`src/rtl/miner_pkg.sv`:
```
// Shared constants for the miner output path: frame layout and framer state codes.
package miner_pkg;

  localparam logic [7:0] FRAME_HDR = 8'hA5;
  localparam int         FRAME_LEN = 6;

  localparam logic [2:0] IDLE = 3'd0;
  localparam logic [2:0] LOAD = 3'd1;
  localparam logic [2:0] HDR  = 3'd2;
  localparam logic [2:0] B3   = 3'd3;
  localparam logic [2:0] B2   = 3'd4;
  localparam logic [2:0] B1   = 3'd5;
  localparam logic [2:0] B0   = 3'd6;
  localparam logic [2:0] CSUM = 3'd7;

endpackage

```
`src/rtl/sync_fifo.sv`:
```
// Single-clock FIFO with power-of-two depth. The caller must not push when full
// (unless popping in the same cycle) nor pop when empty.
module sync_fifo #(
  parameter int WIDTH      = 32,
  parameter int DEPTH_LOG2 = 2
) (
  input  logic                  clk,
  input  logic                  reset,
  input  logic                  push,
  input  logic                  pop,
  input  logic [WIDTH-1:0]      din,
  output logic [WIDTH-1:0]      dout,
  output logic                  full,
  output logic                  empty,
  output logic [DEPTH_LOG2:0]   count
);

  localparam int DEPTH = 1 << DEPTH_LOG2;

  logic [WIDTH-1:0]      mem [DEPTH];
  logic [DEPTH_LOG2-1:0] wr_ptr;
  logic [DEPTH_LOG2-1:0] rd_ptr;

  always_ff @(posedge clk) begin
    if (push) begin
      mem[wr_ptr] <= din;
    end
  end

  // Pointers are exactly DEPTH_LOG2 bits so they wrap on their own.
  always_ff @(posedge clk) begin
    if (reset) begin
      wr_ptr <= '0;
      rd_ptr <= '0;
      count  <= '0;
    end else begin
      if (push) wr_ptr <= wr_ptr + 1'b1;
      if (pop)  rd_ptr <= rd_ptr + 1'b1;
      case ({push, pop})
        2'b10:   count <= count + 1'b1;
        2'b01:   count <= count - 1'b1;
        default: count <= count;
      endcase
    end
  end

  assign dout  = mem[rd_ptr];
  assign full  = count[DEPTH_LOG2];
  assign empty = (count == '0);

endmodule

```
`src/rtl/golden_nonce_framer.sv`:
```
// Buffers golden nonces and serialises each into a 6-byte frame
// (header, nonce MSB first, XOR checksum) over a byte valid/ready handshake.
module golden_nonce_framer
  import miner_pkg::*;
#(
  parameter int         FIFO_LOG2 = 2,
  parameter logic [7:0] HDR_BYTE  = FRAME_HDR
) (
  input  logic                 hash_clk,
  input  logic                 reset,
  input  logic                 new_golden_nonce,
  input  logic [31:0]          golden_nonce,
  output logic [7:0]           tx_data,
  output logic                 tx_valid,
  input  logic                 tx_ready,
  output logic [FIFO_LOG2:0]   fifo_count,
  output logic                 overflow,
  output logic [7:0]           drop_count
);

  logic [2:0]  state;
  logic [31:0] nonce_q;
  logic [31:0] head;
  logic [7:0]  csum;
  logic        full;
  logic        empty;
  logic        pop;
  logic        push;
  logic        drop;
  logic        xfer;

  // A full FIFO still accepts a nonce when the FSM pops in the same cycle.
  assign pop  = (state == IDLE) && !empty;
  assign push = new_golden_nonce && (!full || pop);
  assign drop = new_golden_nonce && !push;
  assign xfer = tx_valid && tx_ready;

  sync_fifo #(
    .WIDTH      (32),
    .DEPTH_LOG2 (FIFO_LOG2)
  ) u_fifo (
    .clk   (hash_clk),
    .reset (reset),
    .push  (push),
    .pop   (pop),
    .din   (golden_nonce),
    .dout  (head),
    .full  (full),
    .empty (empty),
    .count (fifo_count)
  );

  always_ff @(posedge hash_clk) begin
    if (reset) begin
      state    <= IDLE;
      nonce_q  <= '0;
      csum     <= '0;
      tx_data  <= 8'h00;
      tx_valid <= 1'b0;
    end else begin
      case (state)
        IDLE: begin
          if (!empty) begin
            nonce_q <= head;
            state   <= LOAD;
          end
        end
        LOAD: begin
          tx_data  <= HDR_BYTE;
          tx_valid <= 1'b1;
          csum     <= 8'h00;
          state    <= HDR;
        end
        HDR: begin
          if (xfer) begin
            tx_data <= nonce_q[31:24];
            state   <= B3;
          end
        end
        B3: begin
          if (xfer) begin
            csum    <= csum ^ tx_data;
            tx_data <= nonce_q[23:16];
            state   <= B2;
          end
        end
        B2: begin
          if (xfer) begin
            csum    <= csum ^ tx_data;
            tx_data <= nonce_q[15:8];
            state   <= B1;
          end
        end
        B1: begin
          if (xfer) begin
            csum    <= csum ^ tx_data;
            tx_data <= nonce_q[7:0];
            state   <= B0;
          end
        end
        // The checksum byte folds in the last nonce byte as it leaves.
        B0: begin
          if (xfer) begin
            csum    <= csum ^ tx_data;
            tx_data <= csum ^ tx_data;
            state   <= CSUM;
          end
        end
        CSUM: begin
          if (xfer) begin
            tx_data  <= 8'h00;
            tx_valid <= 1'b0;
            state    <= IDLE;
          end
        end
        default: state <= IDLE;
      endcase
    end
  end

  always_ff @(posedge hash_clk) begin
    if (reset) begin
      overflow   <= 1'b0;
      drop_count <= 8'h00;
    end else if (drop) begin
      overflow <= 1'b1;
      if (drop_count != 8'hFF) drop_count <= drop_count + 8'h01;
    end
  end

endmodule

```
`config.mk`:
```
export PLATFORM = sky130hd
export DESIGN_NAME = golden_nonce_framer
export DESIGN_NICKNAME = d
export VERILOG_FILES = /design/src/rtl/miner_pkg.sv /design/src/rtl/sync_fifo.sv /design/src/rtl/golden_nonce_framer.sv
export SDC_FILE = /design/constraint.sdc
export NUM_CORES = 1
export LEC_CHECK = 0
export CORE_MARGIN = 1.5
export CORE_UTILIZATION = 50
export CTS_BUF_LIST = sky130_fd_sc_hd__clkbuf_8 sky130_fd_sc_hd__clkbuf_16
export CTS_CLUSTER_DIAMETER = 120
export DETAILED_ROUTE_END_ITERATION = 8
export HOLD_SLACK_MARGIN = 0.1
export PLACE_DENSITY_LB_ADDON = 0.25
export SLEW_MARGIN = 0
export SYNTH_ARGS = -nofsm -noshare
export SYNTH_HDL_FRONTEND = slang
export SYNTH_SLANG_ARGS = --single-unit
```
`constraint.sdc`:
```
create_clock -name hash_clk -period 3.4 [get_ports hash_clk]
set_clock_uncertainty 0.15 [all_clocks]
set_input_delay 0.68 -clock hash_clk [delete_from_list [all_inputs] [get_ports hash_clk]]
set_output_delay 0.68 -clock hash_clk [all_outputs]
set_load 0.05 [all_outputs]
```
==> run_results.csv <==
group,metric,value,unit
cells_and_area,nets,668,
floorplan,die_x,129,µm
worst_setup_path,end_kind,"primary output",
hold_path,hp-class,"flip-flop to flip-flop",
worst_setup_path,start_kind,"flip-flop",
worst_setup_path,cp_top_family,"buffers and inverters",
global_route,first_global_vias,4897,
yosys,ys_warn_count,0,
power_and_ir_drop,leakagePower,0.00301,µW
job,maxCapViolCount,0,
floorplan,die_area,0.0166,mm²
worst_setup_path,crit_arrival,1780,ps
clock_tree,cts_resized,0,
hold_path,min_to,"nonce_q[23]$_SDFFE_PP0P_",
clock_tree,clk_pin_slew_worst_paths,70,ps
yosys,synthCells,573,
yosys,synth_top_area_share,0.484,
worst_setup_path,worst_path_max_delay_cell,"clkdlybuf4s50_1",
yosys,muxShareOfSynthArea,0.0971,
power_and_ir_drop,peakVddDrop,0.478,mV
routing,drt-initial-drc-count,309,
floorplan,core_region_area,0.0154,mm²
clock_tree,htreeDepth,4,
yosys,yosys-top-cells-area,"edfxtp_1, dfxtp_1, mux4_2",
routing,ant_nets,0,
global_route,grt_util_all_layers,0.204,
worst_setup_path,reg2reg_slack,930,ps
yosys,ys_seq_area_frac,0.656,
hold_path,hp-start,"nonce_q[23]$_SDFFE_PP0P_",
clock_tree,clk_latency,440,ps
timing,finalHoldViolations,0,
worst_setup_path,cp_cell_sequence,"clkdlybuf4s50_1",
global_route,grt_pass1_wl,25400,µm
routing,wl,15300,µm
timing,maxClockFrequency,0.383,GHz
timing,fin_crit_sh,0.769,
yosys,async_flop_share,0,
worst_setup_path,crit_fanout,8,
yosys,synth.most_common_cell,"edfxtp_1",
worst_setup_path,reg2reg_from,"u_fifo.count[2]$_SDFFE_PP0P_",
placement,place_congestion,0.774,
global_route,grtUsageMet1,0.268,
yosys,synth_edf_count,128,
floorplan,pin_count,57,
global_route,grt_max_degree,45,
floorplan,start_util,0.517,
timing,setup_viol,0,
clock_tree,clockBufferDepth,2,
routing,wire_per_inst,18.1,µm
yosys,synth_area,0.00794,mm²
yosys,synth_cell_types,55,
global_route,grt.met3_usage,0.0491,
global_route,grt_overflow,0,
routing,drtPass1Iterations,5,
clock_tree,cts.sinks,196,
global_route,gr-usage-met2,0.332,
clock_tree,cts_tree,"built",
timing,finalCriticalPeriod,2610,ps
floorplan,die_y,129,µm
worst_setup_path,reg2regPathDepth,9,
floorplan,rows,45,
routing,drc,0,
clock_tree,cts-buffers-inserted,17,
timing,finalWorstSetupSlack,786,ps
yosys,synth.net_count,616,
placement,io_buffers,56,
power_and_ir_drop,power_density,725,mW/mm²
cells_and_area,synthToLayoutAreaGrowth,16.6,%
yosys,yosys.area.top_type,"edfxtp_1",
yosys,ys_ff_latch,196,
timing,setup-tns-final,0,ps
cells_and_area,drive_above_1_share,0.138,
placement,dpl_worst_slack,435,ps
routing,vias_per_cell,5.63,
timing,rsz0062_at_grt,"no",
worst_setup_path,worstReg2RegEnd,"u_fifo.count[2]$_SDFFE_PP0P_",
outcome,outcome,"finished, final reports clean",
yosys,synth_compound_gate_area_share,0.0974,
yosys,synth_xor_area_frac,0.0199,
timing,drv_slew,0,
yosys,synthAdderAreaFrac,0.0120,
timing,hold_slack,308,ps
yosys,syn_avg_cell_area,13.9,µm²
cells_and_area,antennaDiodeCount,0,
clock_tree,cts_setup_buffers,0,
placement,placed_area,0.00868,mm²
clock_tree,cts_root_buf,"clkbuf_16",
worst_setup_path,setup.worst_path.class,"flip-flop to primary output",
timing,worst_pin_slew,649,ps
cells_and_area,stdcell_area,0.00926,mm²
placement,dp_hpwl,9450,µm
yosys,yosys-top-cells-count,"edfxtp_1, nand2_1, dfxtp_1, a21oi_1, mux4_2",
worst_setup_path,slowest_delay,860,ps
global_route,gr-max-usage-layer,"met2",
worst_setup_path,cp.required,2570,ps
yosys,synthSimpleGateAreaFrac,0.0865,
global_route,antenna_found_initial,0,
clock_tree,cts_hold_buffers,0,
hold_path,hold_path_depth,2,
yosys,synth_top_flop_cell,"edfxtp_1",
yosys,synth_top_family_by_area,"compound AO/OA/AOI/OAI gates",
timing,slew_headroom,0.567,
routing,vias,4777,
worst_setup_path,critPathBufInv,1,
## kinds of logic after synthesis
logic type	Yosys count
fa+ha+maj	7
buf+inv	52
mux	37
simple gates	147
flops	196
compound gates	116
xor+xnor	18
## how the worst max path moves through the flow
stage	start	slack (ps)	endpoint	cells after the start
global route	u_fifo.count[2]$_SDFFE_PP0P_	720	fifo_count[2]	1
global placement	new_golden_nonce	500	u_fifo.count[2]$_SDFFE_PP0P_	9
finish	u_fifo.count[2]$_SDFFE_PP0P_	790	fifo_count[2]	1
detailed placement	new_golden_nonce	440	u_fifo.count[2]$_SDFFE_PP0P_	9
floorplan	u_fifo.count[0]$_SDFFE_PP0P_	740	u_fifo.count[2]$_SDFFE_PP0P_	9
CTS	u_fifo.count[2]$_SDFFE_PP0P_	760	fifo_count[2]	1
## final cells by class
| class | count | area (µm²) |
|---|---|---|
| fillers | 1190 | 6110 |
| well taps | 211 | 264 |
| clock buffers | 18 | 439 |
| flip-flops and latches | 196 | 5210 |
| multi-input cells | 325 | 2480 |
| repair buffers | 68 | 658 |
| inverters | 17 | 63.8 |
| clock inverters | 14 | 145 |
## per-layer routing
metal / wire length, µm / vias to the layer above
li1: - / 2240
met1: 6830 / 2398
met2: 7620 / 123
met3: 602 / 16
met4: 274 / 0
met5: 0 / -
## registers in the layout (all words and copies together) (netlist names), 2 cells and up
| signal | flops |
|---|---|
| state | 3 |
| nonce_q | 32 |
| csum | 8 |
| u_fifo.mem | 128 |
| u_fifo.wr_ptr | 2 |
| tx_data | 8 |
| u_fifo.rd_ptr | 2 |
| drop_count | 8 |
| u_fifo.count | 3 |
## through the flow
stage	power, µW	utilization	instances
2_1_floorplan	4330	-	573
3_3_place_gp	4750	0.564	817
3_5_place_dp	4800	0.564	817
4_1_cts	6770	0.602	849
5_1_grt	7060	0.602	849
6_report	6710	0.602	849
## where the power goes
part,switching [µW],internal [µW]
combinational,942,662
clock,924,1060
sequential,233,2900
## cell usage in the layout, fill, tap and decap left out, types with 2 or more instances in the layout
master / instances
nand2_1: 75
o22ai_1: 4
a311oi_1: 5
xor2_1: 7
clkbuf_16: 17
inv_8: 2
or3_1: 3
mux2i_1: 5
nand2b_1: 7
inv_6: 6
and2_1: 5
xnor2_1: 11
a21oi_1: 62
o21ai_0: 3
nor4_1: 2
ha_1: 6
o2bb2ai_1: 4
and3_1: 2
inv_1: 17
nor3_1: 2
nand3b_1: 8
o31ai_1: 8
o211ai_1: 6
clkdlybuf4s50_1: 55
a221oi_1: 4
a211oi_1: 3
dfxtp_1: 67
nor2b_1: 5
buf_4: 11
edfxtp_1: 128
mux4_2: 32
nand3_1: 5
nor2_1: 27
a22o_1: 3
Power figures use the tool's default switching activity.
